===== src/rtl/dvbs2_bpsk_seq_pkg.sv =====
// Shared symbol-type codes, sequencer states and PLFRAME block lengths
// for the DVB-S2 BPSK 1/3 short-frame sequencer.
package dvbs2_bpsk_seq_pkg;

    localparam logic [1:0] SYM_DATA  = 2'd0;
    localparam logic [1:0] SYM_HDR   = 2'd1;
    localparam logic [1:0] SYM_PILOT = 2'd2;
    localparam logic [1:0] SYM_DUMMY = 2'd3;

    typedef enum logic [2:0] {
        IDLE,
        HEADER,
        DATA,
        PILOT,
        DUMMY
    } seq_state_t;

    localparam int HDR_LEN      = 90;
    localparam int SLOT_LEN     = 90;
    localparam int PILOT_PERIOD = 16;
    localparam int PILOT_LEN    = 36;
    localparam int DUMMY_LEN    = 3240;
    localparam int IDLE_LIMIT   = 4095;

endpackage


===== src/rtl/dvbs2_bpsk_slot_counter.sv =====
// Data-symbol counter and pilot-period counter for one PLFRAME; flags the
// final data symbol and transfers that close a pilot period.
module dvbs2_bpsk_slot_counter
    import dvbs2_bpsk_seq_pkg::*;
#(
    parameter int FRAME_BITS  = 16200,
    parameter int PERIOD_SYMS = PILOT_PERIOD * SLOT_LEN
) (
    input  logic clk,
    input  logic reset,
    input  logic clear,
    input  logic advance,
    output logic last,
    output logic pilot_due
);

    localparam int DW = $clog2(FRAME_BITS);
    localparam int SW = $clog2(PERIOD_SYMS);

    logic [DW-1:0] dcnt;
    logic [SW-1:0] scnt;

    always_ff @(posedge clk or posedge reset) begin
        if (reset) begin
            dcnt <= '0;
            scnt <= '0;
        end else if (clear || (advance && last)) begin
            dcnt <= '0;
            scnt <= '0;
        end else if (advance) begin
            dcnt <= dcnt + 1'b1;
            scnt <= (scnt == SW'(PERIOD_SYMS - 1)) ? '0 : scnt + 1'b1;
        end
    end

    assign last      = (dcnt == DW'(FRAME_BITS - 1));
    // The final symbol never opens a pilot block even if it closes a period.
    assign pilot_due = (scnt == SW'(PERIOD_SYMS - 1)) && !last;

endmodule


===== src/rtl/dvbs2_bpsk_frame_sequencer.sv =====
// Drives the BPSK buffer-input address generator through header, data and
// pilot phases of a short PLFRAME. Optional dummy frames: DVBS2_BPSK_DUMMY_FRAME_EN.
module dvbs2_bpsk_frame_sequencer
    import dvbs2_bpsk_seq_pkg::*;
#(
    parameter int FRAME_BITS = 16200
) (
    input  logic       clk,
    input  logic       reset,
    input  logic       enb,
    input  logic       frameStart,
    input  logic       pilotsOn,
    input  logic       dataIn,
    input  logic       validIn,
    output logic       readyOut,
    output logic       addrData,
    output logic       addrValid,
    output logic       addrReset,
    output logic [1:0] symType,
    output logic [6:0] symIdx,
    output logic       frameDone,
    output logic       errOut
);

    localparam int BW = 12;

    seq_state_t     state, state_nxt, header_exit;
    logic [BW-1:0]  bcnt, bcnt_nxt;
    logic           pilots_lat, pilots_nxt;
    logic           data_nxt, valid_nxt, rst_nxt, done_nxt, err_nxt;
    logic [1:0]     type_nxt;
    logic [6:0]     idx_nxt;
    logic           transfer, accept, dummy_go, cnt_clear;
    logic           last, pilot_due;

    assign readyOut = (state == DATA);
    assign transfer = validIn && readyOut && enb;
    // A frameStart arriving with the previous frame's frameDone is rejected.
    assign accept   = enb && frameStart && (state == IDLE) && !frameDone;

`ifdef DVBS2_BPSK_DUMMY_FRAME_EN
    logic [15:0] idle_cnt;
    logic        dummy_lat;

    assign dummy_go    = enb && (state == IDLE) && !frameStart &&
                         (idle_cnt == 16'(IDLE_LIMIT - 1));
    assign header_exit = dummy_lat ? DUMMY : DATA;

    always_ff @(posedge clk or posedge reset) begin
        if (reset) begin
            idle_cnt  <= '0;
            dummy_lat <= 1'b0;
        end else if (enb) begin
            if (state != IDLE || frameStart || dummy_go)
                idle_cnt <= '0;
            else
                idle_cnt <= idle_cnt + 1'b1;
            if (state == IDLE)
                dummy_lat <= dummy_go;
        end
    end
`else
    assign dummy_go    = 1'b0;
    assign header_exit = DATA;
`endif

    dvbs2_bpsk_slot_counter #(
        .FRAME_BITS (FRAME_BITS)
    ) u_slot_counter (
        .clk       (clk),
        .reset     (reset),
        .clear     (cnt_clear && enb),
        .advance   (transfer),
        .last      (last),
        .pilot_due (pilot_due)
    );

    always_comb begin
        state_nxt  = state;
        bcnt_nxt   = bcnt;
        pilots_nxt = pilots_lat;
        data_nxt   = 1'b0;
        valid_nxt  = 1'b0;
        rst_nxt    = 1'b0;
        type_nxt   = SYM_DATA;
        idx_nxt    = '0;
        done_nxt   = 1'b0;
        err_nxt    = frameStart && !accept;
        cnt_clear  = 1'b0;
        case (state)
            IDLE: begin
                if (accept || dummy_go) begin
                    state_nxt  = HEADER;
                    pilots_nxt = accept ? pilotsOn : 1'b0;
                    bcnt_nxt   = BW'(1);
                    rst_nxt    = 1'b1;
                    valid_nxt  = 1'b1;
                    type_nxt   = SYM_HDR;
                    cnt_clear  = 1'b1;
                end
            end
            HEADER: begin
                valid_nxt = 1'b1;
                type_nxt  = SYM_HDR;
                idx_nxt   = bcnt[6:0];
                bcnt_nxt  = bcnt + 1'b1;
                if (bcnt == BW'(HDR_LEN - 1)) begin
                    bcnt_nxt  = '0;
                    state_nxt = header_exit;
                end
            end
            DATA: begin
                if (transfer) begin
                    valid_nxt = 1'b1;
                    data_nxt  = dataIn;
                    if (last) begin
                        done_nxt  = 1'b1;
                        state_nxt = IDLE;
                    end else if (pilots_lat && pilot_due) begin
                        state_nxt = PILOT;
                    end
                end
            end
            PILOT: begin
                valid_nxt = 1'b1;
                type_nxt  = SYM_PILOT;
                idx_nxt   = bcnt[6:0];
                bcnt_nxt  = bcnt + 1'b1;
                if (bcnt == BW'(PILOT_LEN - 1)) begin
                    bcnt_nxt  = '0;
                    state_nxt = DATA;
                end
            end
`ifdef DVBS2_BPSK_DUMMY_FRAME_EN
            DUMMY: begin
                valid_nxt = 1'b1;
                type_nxt  = SYM_DUMMY;
                bcnt_nxt  = bcnt + 1'b1;
                if (bcnt == BW'(DUMMY_LEN - 1)) begin
                    bcnt_nxt  = '0;
                    state_nxt = IDLE;
                end
            end
`endif
            default: state_nxt = IDLE;
        endcase
    end

    always_ff @(posedge clk or posedge reset) begin
        if (reset) begin
            state      <= IDLE;
            bcnt       <= '0;
            pilots_lat <= 1'b0;
            addrData   <= 1'b0;
            addrValid  <= 1'b0;
            addrReset  <= 1'b0;
            symType    <= SYM_DATA;
            symIdx     <= '0;
            frameDone  <= 1'b0;
            errOut     <= 1'b0;
        end else if (enb) begin
            state      <= state_nxt;
            bcnt       <= bcnt_nxt;
            pilots_lat <= pilots_nxt;
            addrData   <= data_nxt;
            addrValid  <= valid_nxt;
            addrReset  <= rst_nxt;
            symType    <= type_nxt;
            symIdx     <= idx_nxt;
            frameDone  <= done_nxt;
            errOut     <= err_nxt;
        end
    end

endmodule


===== config.mk =====
export PLATFORM = sky130hd
export DESIGN_NAME = dvbs2_bpsk_frame_sequencer
export DESIGN_NICKNAME = d
export VERILOG_FILES = /design/src/rtl/dvbs2_bpsk_seq_pkg.sv /design/src/rtl/dvbs2_bpsk_slot_counter.sv /design/src/rtl/dvbs2_bpsk_frame_sequencer.sv
export SDC_FILE = /design/constraint.sdc
export NUM_CORES = 1
export LEC_CHECK = 0
export ABC_AREA = 1
export CORE_MARGIN = 5
export CORE_UTILIZATION = 53
export CTS_CLUSTER_DIAMETER = 120
export DETAILED_ROUTE_END_ITERATION = 10
export PLACE_DENSITY = 0.76
export SYNTH_ARGS = -nofsm -noshare
export SYNTH_HDL_FRONTEND = slang
export SYNTH_SLANG_ARGS = --single-unit

===== constraint.sdc =====
create_clock -name clk -period 1.97 [get_ports clk]
set_clock_uncertainty 0.1 [all_clocks]
set_input_delay 0.591 -clock clk [delete_from_list [all_inputs] [get_ports clk]]
set_output_delay 0.591 -clock clk [all_outputs]
set_load 0.01 [all_outputs]

==> Word level (Yosys, flattened, before mapping) <==
Index checks and enable logic that the tools add are counted.
{ "word_totals": {"ff_bits": 55, "input_bits": 7, "word_cells": 76} }
{ "classes": {"addsub": 3, "n_eq_ne": 12, "muxes": 28, "reduce_logical": 21} }
{ "op_table": {"columns": ["op", "count"], "rows": [
  ["two-way mux 12 bit", 3],
  ["case mux 12 bit (3 select lines)", 1],
  ["two-way mux 11 bit", 3],
  ["two-way mux 14 bit", 2],
  ["two-way mux 3 bit", 6],
  ["adder 14 x 1 -> 14 bit, second input constant", 1],
  ["== test 14 bit, second input constant", 1],
  ["adder 12 x 1 -> 12 bit, second input constant", 1],
  ["== test 12 x 6 -> 1 bit, second input constant", 1],
  ["== test 12 x 7 -> 1 bit, second input constant", 1],
  ["case mux 3 bit (4 select lines)", 1],
  ["adder 11 x 1 -> 11 bit, second input constant", 1],
  ["== test 11 bit, second input constant", 1],
  ["logical AND 1 bit", 10],
  ["two-way mux 1 bit", 9],
  ["two-way mux 7 bit", 1],
  ["== test 3 x 2 -> 1 bit, second input constant", 2],
  ["!= test 2 bit, second input constant", 3],
  ["case mux 2 bit (3 select lines)", 1],
  ["AND reduction 3 bit", 2],
  ["AND reduction 6 bit", 1],
  ["== test 3 x 1 -> 1 bit, second input constant", 1],
  ["zero test 1 bit", 3],
  ["zero test 3 bit", 1],
  ["other kinds (7)", 7]
]} }

==> Logic depth before layout (Yosys ltp) <==
{ "depth": {"depth_word": 8, "ltp_mapped": 10, "mapped_depth_nobuf": 10} }

==> Hierarchy <==
Synthesis repeated with hierarchy kept, for this count alone.
{ "unflattened": {"cells_unflattened": 426, "area_unflattened_um2": 3090.5} }
{ "modules_own_cells": {"columns": ["module", "instances", "cells_each", "area_per_inst_um2"], "rows": [
  ["dvbs2_bpsk_slot_counter", 1, 220, 1566.5],
  ["dvbs2_bpsk_frame_sequencer", 1, 206, 1524.0]
]} }

==> Worst setup path before layout <==
Ideal clock, no wire load.
{ "synth_path": {"kind": "register to register", "startpoint": "register u_slot_counter.scnt[0]", "endpoint": "register state[0]", "setup_ps": 121, "arrival_time_ps": 1336, "t_required_ps": 1749, "setup_slack_ps": 413, "path_stages_with_launch": 9, "path_cell_list": "dfrtp_1 ha_1 nand2_1 nor2_1 nand3_1 nor2_1 nor2_1 o21bai_1 nand2_1"} }
{ "synth_between": {"elab_chain_len": 5} }
{ "synth_lines": {"columns": ["item", "line", "rtl"], "rows": [
  ["start, declared", "dvbs2_bpsk_slot_counter.sv:21", "logic [SW-1:0] scnt;"],
  ["start signal, assigned", "dvbs2_bpsk_slot_counter.sv:32", "scnt <= (scnt == SW'(PERIOD_SYMS - 1)) ? '0 : scnt + 1'b1;"],
  ["== test 11 bit", "dvbs2_bpsk_slot_counter.sv:38", "assign pilot_due = (scnt == SW'(PERIOD_SYMS - 1)) && !last;"],
  ["logical AND 1 bit", "dvbs2_bpsk_slot_counter.sv:38", null],
  ["logical AND 1 bit", "dvbs2_bpsk_frame_sequencer.sv:119", "end else if (pilots_lat && pilot_due) begin"],
  ["!= test 3 x 1 -> 1 bit (no line)", null, null],
  ["AND reduction 6 bit (no line)", null, null],
  ["end signal, assigned", "dvbs2_bpsk_frame_sequencer.sv:162", "state <= state_nxt;"],
  ["end, declared", "dvbs2_bpsk_frame_sequencer.sv:27", "seq_state_t state, state_nxt, header_exit;"]
]} }
No other way between the ends.
A chain may end at the register's enable or synchronous reset.

==> Worst setup path after layout <==
{ "layout_path": {"startpoint": "input enb", "endpoint": "register bcnt[8]"} }
{ "layout_between": {"elab_chain_len": 5} }
{ "layout_lines": {"columns": ["item", "line", "rtl"], "rows": [
  ["start, declared", "dvbs2_bpsk_frame_sequencer.sv:10", "input logic enb,"],
  ["logical AND 1 bit (3 in series)", "dvbs2_bpsk_frame_sequencer.sv:39", "assign accept = enb && frameStart && (state == IDLE) && !frameDone;"],
  ["!= test 2 bit (no line)", null, null],
  ["AND reduction 3 bit (no line) *", null, null],
  ["end signal, assigned", "dvbs2_bpsk_frame_sequencer.sv:163", "bcnt <= bcnt_nxt;"],
  ["end, declared", "dvbs2_bpsk_frame_sequencer.sv:28", "logic [BW-1:0] bcnt, bcnt_nxt;"]
]} }
Every way passes the cells marked *; elsewhere a longest branch is shown, timed or not.

==> metrics.csv <==
stage,metric,value,unit
cts,# H-tree levels,2,
power,LEAKAGE,1.87,nW
cts,CTS tree,done,
power,worst vdd ir,0.694,mV
finish,post-route core utilization,65.8,%
sta,setup TNS,0,ns
flow_run,Max Cap Viol,0,
cts,Clock Tree Buf Depth,2,
cts,CTS Sinks,54,
yosys,combinational family with the most area after synthesis,simple AND/OR/NAND/NOR gates,
sta,Least-Margin Pin Slew,0.300,ns
yosys,Post-synth EDFFs,0,
floorplanning,Die X,85.6,um
yosys,simple-gate portion of the synthesized area,33.9,%
critical_path,Setup crit start kind,input pin,
yosys,Async SR Flop Fraction,100,%
critical_path,Critical Path AT,2.03,ns
yosys,Mapped Avg Cell Area,7.19,um^2
power,pwr dens,852,nW/um^2
grt,largest net degree at the start of global routing,55,
yosys,Synth Area in Compound Gates,8.64,%
yosys,Syn. warnings,0,
finish,share of cells above drive strength 1,10.4,%
yosys,Commonest cells post-synth,"nand2_1 (120), nor2_1 (62), inv_1 (58)",
yosys,"Top FF cell, synth",dfrtp_1,
floorplanning,Die Y,85.6,um
detailed_routing,drt wl/cell,12.5,um
yosys,"area leader, netlist",dfrtp_1,
sta,relative slew slack,79.9,%
grt,first-pass GRT wire length,11900,um
sta,Max Freq,516,MHz
detailed_routing,DRT antenna net count,0,
place,pre-CTS setup slack,-0.270,ns
cts,Root Driver,clkbuf_8,
floorplanning,Row Count,27,
finish,Nets,480,
finish,Synth-to-Final Area Change,20.6,%
sta,RSZ-0062 raised after global routing,true,
sta,setup violators final,0,
yosys,area of the mapped netlist,3030,um^2
finish,# fillers,484,
detailed_routing,routed vias,2802,
min_path,Hold Crit Class,reg -> reg,
sta,Final Hold Fails,0,
floorplanning,core area,5540,um^2
grt,initial antenna violation count,0,
yosys,post-synthesis mux area share,0,%
yosys,Post-Synth XOR/XNOR Area,2.32,%
yosys,Seq cells post-synth,54,
cts,hold_buf cts,0,
sta,fin. max-slew vios,0,
yosys,largest cells by area after synthesis,"dfrtp_1 (45%), nand2_1 (15%), nor2_1 (7.7%)",
yosys,"Seq/Total Area, Yosys",44.7,%
grt,total grt overflow,0,
yosys,"Net Count, Synth",432,
outcome,outcome,completed,
sta,Final WS setup,0.0306,ns
yosys,Cells after Synth,421,
yosys,top cell type's share of synthesized area,44.7,%
floorplanning,Die ar.,7320,um^2
yosys,Adder-Cell Fraction of Synth Area,1.65,%
place,DP HPWL,4970,um
detailed_routing,DRT Pass-1 Iters,5,
finish,Ant. Diodes,0,
floorplanning,num ports,22,
critical_path,critical-path maximum fanout,10,
floorplanning,initial core utilization,54.6,%
yosys,top-count cell post-synth,nand2_1,
sta,Tcrit/Tclk final,98.4,%
place,gpl congestion,0.850,
critical_path,CP Class,in -> reg,
grt,vias in the first global route,2673,
cts,worst skew pair latency,0.30,ns
detailed_routing,Total Routed Length,6790,um
finish,Post-Layout Cell Count,542,
cts,clk slew on worst S/H paths,0.09,ns
yosys,Synth cell types,29,
place,Post-Place Cells,530,
place,input/output buffers,21,
critical_path,CP required,2.06,ns
sta,Final min period,1.94,ns
critical_path,CP endpoint kind,flip-flop,
detailed_routing,vias per cell,5.17,
detailed_routing,Residual DRC,0,
cts,total CTS buffers,5,
grt,GRT Util Overall,19.5,%
detailed_routing,drt first-iter violations,148,
==> layer usage <==
metal	track usage, %	part of all wire, %
met1	23.3	43
met5	0	0
met3	3.55	3.1
met4	3.74	0.71
met2	36.5	53
==> state kept, by name, indices dropped and copies added, names as in the netlist <==
signal / flops
addrData: 1
addrReset: 1
addrValid: 1
bcnt: 12
errOut: 1
frameDone: 1
pilots_lat: 1
state: 2
symIdx: 7
symType: 2
u_slot_counter.dcnt: 14
u_slot_counter.scnt: 11
==> where the power goes <==
part / internal, W / switching [W] / total, W
logic: 0.000378 / 0.000549 / 0.000927
registers: 0.00130 / 0.000163 / 0.00146
clock network: 0.000381 / 0.000340 / 0.000721
==> final cells by class <==
class                      instances  area, um^2  share of cell area (%)
timing repair buffer              45         417                    11.4
clock buffer                       7        76.3                    2.09
sequential                        54        1350                    37.0
tap                               72        90.1                    2.47
inverter                          61         233                    6.38
clock inverter                     1        30.0                   0.823
multi-input combinational        302        1450                    39.8
==> cell usage in the layout (no fill, tap or decap), types with 2 or more instances in the layout <==
master	netlist	final
nor2_1	62	60
o21bai_1	3	3
nor2_4	1	2
nand2_1	120	120
nand2_2	4	3
nand2_4	1	2
clkbuf_1	1	2
nand3_1	29	29
dfrtp_1	54	54
inv_1	58	57
o21ai_1	2	2
inv_2	3	3
a21oi_1	12	12
o21ai_0	29	29
buf_4	3	22
nand3_4	1	2
nor3_1	8	8
nand4_1	7	7
and3_1	2	2
ha_1	4	4
buf_12	0	2
xor2_1	8	8
clkbuf_8	0	5
clkdlybuf4s50_1	0	19
nor2_2	2	3
==> path summary, 6_finish.rpt <==
| kind | from | depth (start not counted) | end | slack [ns] |
|---|---|---|---|---|
| setup / recovery | enb | 8 | bcnt[8] | 0.03 |
| hold / removal | addrValid | 2 | addrValid | 0.39 |
| setup reg to reg | state[0] | 9 | u_slot_counter.scnt[10] | 0.22 |
| hold reg to reg | addrValid | 2 | addrValid | 0.39 |
| max in group asynchronous | reset | 3 | u_slot_counter.scnt[4] | 0.93 |
| min in group asynchronous | reset | 3 | u_slot_counter.dcnt[12] | 0.60 |
==> stage by stage <==
stage	power [W]	area, um^2	hold slack [ns]
after floorplan	0.00203	3030	0.374
after global placement	0.00236	3470	0.365
after detailed placement	0.00240	3470	0.364
after CTS	0.00312	3590	0.388
after global routing	0.00334	3650	0.419
final	0.00311	3650	0.386
==> what timing repair did <==
action                     CTS  global route
setup endpoints to repair    2            13
setup buffers                1             2
resized for setup            1             7
cloned                       0             1
pin swaps                    0             1
==> kinds of logic (layout without fill, tap and decap cells) <==
logic type | Yosys count | after routing
AO/OA/AOI/OAI | 49 | 49
XOR/XNOR | 8 | 8
adder cells (fa/ha/maj) | 4 | 4
buffers and inverters | 66 | 114
flip-flops | 54 | 54
AND/OR/NAND/NOR | 240 | 241
==> worst max-delay path: stages <==
cell	delay [ns]
clkdlybuf4s50_1	0.50
buf_4	0.15
inv_2	0.04
nor2_1	0.12
nand2_2	0.11
inv_2	0.15
nand3_4	0.15
and3_1	0.22
Power figures use the tool's default switching activity.
